--- src/rtl/rf_arb_pkg.sv ---
// Shared types and default sizing for the register-file port arbiter.
package rf_arb_pkg;

  localparam int NREQ_DEF     = 3;
  localparam int DATA_W_DEF   = 26;
  localparam int ADDR_W_DEF   = 5;
  localparam int NUM_REGS_DEF = 13;

  typedef enum logic [1:0] {
    IDLE,
    ACCESS,
    RESP
  } state_t;

  // In-flight operation at the default sizing; the arbiter keeps its own
  // copy sized from its parameters.
  typedef struct packed {
    logic                  we;
    logic [ADDR_W_DEF-1:0] addr_a;
    logic [ADDR_W_DEF-1:0] addr_b;
    logic [DATA_W_DEF-1:0] wdata;
    logic [1:0]            id;
    logic                  err;
  } op_t;

endpackage

--- src/rtl/rf_port_arbiter_if.sv ---
// Requester-side bus of the register-file port arbiter.
interface rf_port_arbiter_if
  import rf_arb_pkg::*;
#(
  parameter int NREQ   = NREQ_DEF,
  parameter int DATA_W = DATA_W_DEF,
  parameter int ADDR_W = ADDR_W_DEF
);
  localparam int ID_W = (NREQ > 1) ? $clog2(NREQ) : 1;

  logic [NREQ-1:0]             req_valid;
  logic [NREQ-1:0]             req_we;
  logic [NREQ-1:0][ADDR_W-1:0] req_addr_a;
  logic [NREQ-1:0][ADDR_W-1:0] req_addr_b;
  logic [NREQ-1:0][DATA_W-1:0] req_wdata;
  logic [NREQ-1:0]             req_ready;
  logic                        resp_valid;
  logic [ID_W-1:0]             resp_id;
  logic                        resp_err;
  logic [DATA_W-1:0]           resp_rd1;
  logic [DATA_W-1:0]           resp_rd2;

  modport master (
    output req_valid, req_we, req_addr_a, req_addr_b, req_wdata,
    input  req_ready, resp_valid, resp_id, resp_err, resp_rd1, resp_rd2
  );

  modport slave (
    input  req_valid, req_we, req_addr_a, req_addr_b, req_wdata,
    output req_ready, resp_valid, resp_id, resp_err, resp_rd1, resp_rd2
  );
endinterface

--- src/rtl/rf_port_arbiter_rr_arbiter.sv ---
// Round-robin grant selection; the pointer advances past the winner on enable.
module rr_arbiter #(
  parameter  int NREQ = 3,
  localparam int IW   = (NREQ > 1) ? $clog2(NREQ) : 1
) (
  input  logic            clk,
  input  logic            rst,
  input  logic [NREQ-1:0] req,
  input  logic            en,
  output logic [NREQ-1:0] grant,
  output logic [IW-1:0]   grant_id
);
  localparam int unsigned N = NREQ;

  logic [IW-1:0] ptr;

  // First requester found searching upward from ptr with wrap-around.
  always_comb begin
    int unsigned idx;
    logic        found;
    grant    = '0;
    grant_id = '0;
    found    = 1'b0;
    idx      = 0;
    for (int unsigned k = 0; k < N; k++) begin
      idx = (32'(ptr) + k) % N;
      if (!found && req[idx]) begin
        found       = 1'b1;
        grant[idx]  = 1'b1;
        grant_id    = IW'(idx);
      end
    end
  end

  // Pointer moves to the requester after the one just granted.
  always_ff @(posedge clk) begin
    if (rst) begin
      ptr <= '0;
    end else if (en && (|req)) begin
      ptr <= (32'(grant_id) == N - 1) ? '0 : grant_id + 1'b1;
    end
  end
endmodule

--- src/rtl/rf_port_arbiter.sv ---
// Shares one register-file port among NREQ requesters, one op per 3 cycles.
module rf_port_arbiter
  import rf_arb_pkg::*;
#(
  parameter int NREQ     = NREQ_DEF,
  parameter int DATA_W   = DATA_W_DEF,
  parameter int ADDR_W   = ADDR_W_DEF,
  parameter int NUM_REGS = NUM_REGS_DEF
) (
  input  logic                    clk,
  input  logic                    rst,
  rf_port_arbiter_if.slave        bus,
  output logic                    we_RF,
  output logic [ADDR_W-1:0]       A1,
  output logic [ADDR_W-1:0]       A2,
  output logic [ADDR_W-1:0]       A3,
  output logic [DATA_W-1:0]       WD3,
  input  logic [DATA_W-1:0]       RD1,
  input  logic [DATA_W-1:0]       RD2
);
  localparam int IW = (NREQ > 1) ? $clog2(NREQ) : 1;
  localparam logic [ADDR_W:0] LIM = (ADDR_W + 1)'(NUM_REGS);

  typedef struct packed {
    logic              we;
    logic [ADDR_W-1:0] addr_a;
    logic [ADDR_W-1:0] addr_b;
    logic [DATA_W-1:0] wdata;
    logic [IW-1:0]     id;
    logic              err;
  } op_r_t;

  function automatic logic out_of_range(input logic [ADDR_W-1:0] a);
    return {1'b0, a} >= LIM;
  endfunction

  state_t          state, state_nx;
  op_r_t           op;
  logic            accept;
  logic [NREQ-1:0] grant;
  logic [IW-1:0]   gid;

  assign accept = (state == IDLE) && !rst && (|bus.req_valid);

  rr_arbiter #(.NREQ(NREQ)) u_rr (
    .clk      (clk),
    .rst      (rst),
    .req      (bus.req_valid),
    .en       (accept),
    .grant    (grant),
    .grant_id (gid)
  );

  // State register.
  always_ff @(posedge clk) begin
    if (rst) state <= IDLE;
    else     state <= state_nx;
  end

  // Sequencer: accept, drive the bank, respond, then back to idle.
  always_comb begin
    state_nx = state;
    case (state)
      IDLE:    if (accept) state_nx = ACCESS;
      ACCESS:  state_nx = RESP;
      RESP:    state_nx = IDLE;
      default: state_nx = IDLE;
    endcase
  end

  // Capture the granted request and its range check at acceptance.
  always_ff @(posedge clk) begin
    if (rst) begin
      op <= '0;
    end else if (accept) begin
      op.we     <= bus.req_we[gid];
      op.addr_a <= bus.req_addr_a[gid];
      op.addr_b <= bus.req_addr_b[gid];
      op.wdata  <= bus.req_wdata[gid];
      op.id     <= gid;
      op.err    <= bus.req_we[gid] ? out_of_range(bus.req_addr_a[gid])
                                   : (out_of_range(bus.req_addr_a[gid]) ||
                                      out_of_range(bus.req_addr_b[gid]));
    end
  end

  // Outputs decoded from state; everything idles at zero outside its phase.
  always_comb begin
    bus.req_ready  = accept ? grant : '0;
    bus.resp_valid = 1'b0;
    bus.resp_id    = '0;
    bus.resp_err   = 1'b0;
    bus.resp_rd1   = '0;
    bus.resp_rd2   = '0;
    we_RF          = 1'b0;
    A1             = '0;
    A2             = '0;
    A3             = '0;
    WD3            = '0;
    case (state)
      ACCESS: begin
        if (!op.err) begin
          if (op.we) begin
            we_RF = 1'b1;
            A3    = op.addr_a;
            WD3   = op.wdata;
          end else begin
            A1 = op.addr_a;
            A2 = op.addr_b;
          end
        end
      end
      RESP: begin
        bus.resp_valid = 1'b1;
        bus.resp_id    = op.id;
        bus.resp_err   = op.err;
        if (!op.we && !op.err) begin
          bus.resp_rd1 = RD1;
          bus.resp_rd2 = RD2;
        end
      end
      default: ;
    endcase
  end
endmodule
--- src/flat_wrapper.sv ---
// flat-port wrapper written by rule: the top's interface ports become plain ports
module rf_port_arbiter_flat import rf_arb_pkg::*;
#(
  parameter int NREQ     = NREQ_DEF,
  parameter int DATA_W   = DATA_W_DEF,
  parameter int ADDR_W   = ADDR_W_DEF,
  parameter int NUM_REGS = NUM_REGS_DEF
)
  (clk, rst, we_RF, A1, A2, A3, WD3, RD1, RD2, bus_req_valid, bus_req_we, bus_req_addr_a, bus_req_addr_b, bus_req_wdata, bus_req_ready, bus_resp_valid, bus_resp_id, bus_resp_err, bus_resp_rd1, bus_resp_rd2);
  rf_port_arbiter_if #(.NREQ(NREQ), .DATA_W(DATA_W), .ADDR_W(ADDR_W)) bus_i ();
  input  logic clk;
  input  logic rst;
  output logic we_RF;
  output logic [ADDR_W-1:0] A1;
  output logic [ADDR_W-1:0] A2;
  output logic [ADDR_W-1:0] A3;
  output logic [DATA_W-1:0] WD3;
  input  logic [DATA_W-1:0] RD1;
  input  logic [DATA_W-1:0] RD2;
  input wire logic [$bits(bus_i.req_valid)-1:0] bus_req_valid;
  input wire logic [$bits(bus_i.req_we)-1:0] bus_req_we;
  input wire logic [$bits(bus_i.req_addr_a)-1:0] bus_req_addr_a;
  input wire logic [$bits(bus_i.req_addr_b)-1:0] bus_req_addr_b;
  input wire logic [$bits(bus_i.req_wdata)-1:0] bus_req_wdata;
  output wire logic [$bits(bus_i.req_ready)-1:0] bus_req_ready;
  output wire logic [$bits(bus_i.resp_valid)-1:0] bus_resp_valid;
  output wire logic [$bits(bus_i.resp_id)-1:0] bus_resp_id;
  output wire logic [$bits(bus_i.resp_err)-1:0] bus_resp_err;
  output wire logic [$bits(bus_i.resp_rd1)-1:0] bus_resp_rd1;
  output wire logic [$bits(bus_i.resp_rd2)-1:0] bus_resp_rd2;
  assign bus_i.req_valid = bus_req_valid;
  assign bus_i.req_we = bus_req_we;
  assign bus_i.req_addr_a = bus_req_addr_a;
  assign bus_i.req_addr_b = bus_req_addr_b;
  assign bus_i.req_wdata = bus_req_wdata;
  assign bus_req_ready = bus_i.req_ready;
  assign bus_resp_valid = bus_i.resp_valid;
  assign bus_resp_id = bus_i.resp_id;
  assign bus_resp_err = bus_i.resp_err;
  assign bus_resp_rd1 = bus_i.resp_rd1;
  assign bus_resp_rd2 = bus_i.resp_rd2;
  rf_port_arbiter #(.NREQ(NREQ), .DATA_W(DATA_W), .ADDR_W(ADDR_W), .NUM_REGS(NUM_REGS)) u_core (.clk(clk), .rst(rst), .bus(bus_i), .we_RF(we_RF), .A1(A1), .A2(A2), .A3(A3), .WD3(WD3), .RD1(RD1), .RD2(RD2));
endmodule
--- config.mk ---
export PLATFORM = sky130hd
export DESIGN_NAME = rf_port_arbiter_flat
export DESIGN_NICKNAME = d
export VERILOG_FILES = /design/src/rtl/rf_arb_pkg.sv /design/src/rtl/rf_port_arbiter_if.sv /design/src/rtl/rf_port_arbiter_rr_arbiter.sv /design/src/rtl/rf_port_arbiter.sv /design/src/flat_wrapper.sv
export SDC_FILE = /design/constraint.sdc
export NUM_CORES = 1
export LEC_CHECK = 0
export ABC_AREA = 1
export ABC_CLOCK_PERIOD_IN_PS = 2600
export BUFFER_PORTS_ARGS = -buffer_cell sky130_fd_sc_hd__buf_2
export CORE_AREA = 2 2 104 106
export CTS_CLUSTER_DIAMETER = 80
export DETAILED_ROUTE_END_ITERATION = 10
export DIE_AREA = 0 0 106 108
export GPL_TIMING_DRIVEN = 0
export PLACE_DENSITY = 0.71
export SYNTH_ARGS = -nofsm -noshare
export SYNTH_HDL_FRONTEND = slang
export SYNTH_SLANG_ARGS = --single-unit
--- constraint.sdc ---
create_clock -name clk -period 2.6 [get_ports clk]
set_input_delay 0.26 -clock clk [delete_from_list [all_inputs] [get_ports clk]]
set_output_delay 0.26 -clock clk [all_outputs]
set_load 0.005 [all_outputs]
==> run metrics <==
setup TNS=0 ns; Worst Clk Skew=around 0.0084 ns; ys flop type=dfxtp_1; Die ar.=11400 um^2; Final HPWL DP=11.3 mm; RSZ-0062 raised after global routing=true; Clock power frac=about a fifth; Mean Syn Cell Area=5.67 um^2; WL final=~14 mm; Reg power frac=between 20 and 30%; Vias/cell=4.70; Max FO, Critical Path=10; Area Overhead vs Synth=47.7%; final hold slack=just under 0.2 ns; Core Box Area=about 10000 um^2; Post-Syn Area=3500 um^2; Min-Delay Path Class=input pin to flip-flop; Die Wd=106 um; critical path data arrival time=between 2 and 3 ns; I/O pins=around 270; sequential share of the synthesized area=about 25%; Warnings, synthesis=0; Post-Syn Instances=slightly above 600; Non-Filler Instances=1030; Peak VDD IR=between 0.4 and 0.5 mV; Max Cap Viol=0; crit path buf inv count=4; clk slew on worst S/H paths=0.09 ns; critical path's top delay family=simple AND/OR/NAND/NOR gates; port bufs=around 270; initial antenna violation count=1; Max clock buf depth=2; largest net degree at the start of global routing=15; Synth cell types=35; most frequent cells in the layout=276 x buf_2, 161 x nand2_1, 142 x nor2_1; Sink Count=between 40 and 50; Final Hold Fails=0; Yosys reg bits=44; Skew-Pair Late Insertion Delay=around 0.3 ns; Async SR Flop Fraction=0%; vias in the first global route=4516; overall global routing resource usage=between 20% and 30%; Antenna Nets Post-Route=0; max_slew headroom=63.8%; Hold-fix buffers, CTS=0; total congestion overflow=0; Net Sw Frac=about 44%; Tightest Pin Transition=~0.54 ns; fmax=~420 MHz; logic gate share of total power=between 50% and 60%; crit path time final=approximately 2.4 ns; total CTS buffers=5; iteration count of the initial detailed-routing pass=5; Startpoint Class=flip-flop; Worst EP required=approximately 2.8 ns; first-pass GRT wire length=21.8 mm; Final nets=~1100; CTS tree=yes; row count=37; Critical Path Sink Type=flip-flop; Pwr Density=approximately 560 nW/um^2; Critical Setup Path Class=flip-flop to flip-flop; Post-CTS Setup Repair Bufs=0; CP max stage delay=~0.42 ns; GP Congestion=between 0.8 and 0.9; H-tree Lvls=2; switching power of the nets=1.26 mW; final setup violation count=0; outcome=complete, no violations; syn nets=slightly below 800; PnR worst setup slack=0.201 ns; Slew Viols, Final=0; chain of cells forming the critical path=inv_1, ha_4, inv_4, nand2_1, nand3_1, nand2_1, nand3b_1, nand2_2, buf_1, a21oi_1, nand2_1, inv_1, nand2_1, nand2_1, a21oi_2; EDFF count, synth=0; pre-CTS WS=about 0.011 ns; Crit-path slowest cell=buf_1; commonest non-fill, non-tap cell in the layout=buf_2; clock root buffer master=clkbuf_8; DRC violations left=0; dpl cells=around 1000; Starting DRT DRC Count=around 300; Worst path most repeated cell=nand2_1; drt wl/cell=13.5 um; Pleak=between 2 and 3 nW; fin crit share=between 90 and 100%; Power Internal=approximately 1.6 mW; Die Y=approximately 110 um; via count=4842; layout cells sized above 1=approximately 36%; Initial Util=34.2%
## worst min-delay path, cell delays in order
cell      delay, ns
buf_2          0.08
a221oi_2       0.05
nor2_1         0.07
## final timing paths
path | startpoint | to | slack, ns | cells after the start
max reg2reg | u_core.u_rr.ptr[0] | u_core.op[0] | 0.20 | 15
min | bus_req_wdata[73] | u_core.op[24] | 0.20 | 3
max | u_core.u_rr.ptr[0] | u_core.op[0] | 0.20 | 15
min reg2reg | u_core.op[15] | u_core.op[15] | 0.48 | 2
## cell type report
| cell class | count | area (um^2) |
|---|---|---|
| timing repair buffer | 268 | 1340 |
| buffer | 40 | 196 |
| fill | 1144 | 5060 |
| inverter | 83 | 318 |
| antenna | 1 | 2.50 |
| clock buffer | 6 | 82.6 |
| multi-input combinational | 450 | 2130 |
| tap | 136 | 170 |
| clock inverter | 2 | 38.8 |
| sequential | 44 | 883 |
## cells in the mapped netlist (2+ instances only)
cell type  instances  area (um^2)
inv_2              4         15.0
nand2_1          162          608
buf_1              2         7.51
and3_1             2         12.5
dfxtp_1           44          881
a21oi_1           27          135
a211oi_1           2         15.0
nor3_1            10         50.1
a31oi_1            6         37.5
buf_4              3         22.5
a221oi_1          18          158
nand2_2            4         25.0
a221oi_2           3         45.0
nand2_4            3         33.8
inv_1             77          289
nor2_1           142          533
ha_1               4         50.1
nand3_1           23          115
nand3b_1           3         22.5
a22oi_1            2         15.0
buf_6              3         33.8
o21ai_0           26          130
buf_2              8         40.0
clkbuf_1          24         90.1
o211ai_1           5         37.5
## registers in the layout, indices dropped and copies added (netlist names)
register         count
u_core.u_rr.ptr      2
u_core.op           40
u_core.state         2
## power by group through the flow
stage | Clock, mW | Sequential (mW) | Combinational, mW
global route | 0.608 | 0.814 | 1.73
CTS | 0.574 | 0.800 | 1.51
global placement | 0 | 0.812 | 1.49
finish | 0.565 | 0.802 | 1.53
floorplan | 0 | 0.806 | 1.02
detailed placement | 0 | 0.816 | 1.50
## kinds of logic after synthesis
| group | count (synthesis) | synth area share, % |
|---|---|---|
| simple gates | 352 | 41.4 |
| fa+ha+maj | 4 | 1.43 |
| buf+inv | 123 | 14.5 |
| compound gates | 94 | 17.5 |
| flops | 44 | 25.2 |
## layer usage
metal	vias up	track usage [%]	wire (um)
li1	2483	-	-
met4	0	5.73	235
met3	19	2.17	784
met2	192	39.8	6610
met1	2148	32.0	6280
met5	-	0	0
## what timing repair did
action | CTS | global route
pin swaps | 0 | 1
resized for setup | 2 | 11
setup endpoints to repair | 4 | 42
cloned | 0 | 0
## metrics by stage
stage	cell area (um^2)	total power [mW]	util, %
2_1_floorplan	3500	1.82	-
3_3_place_gp	5010	2.30	49.0
3_5_place_dp	5010	2.31	49.0
4_1_cts	5130	2.88	50.2
5_1_grt	5170	3.15	50.5
6_report	5170	2.90	50.5
Power figures use the tool's default switching activity.
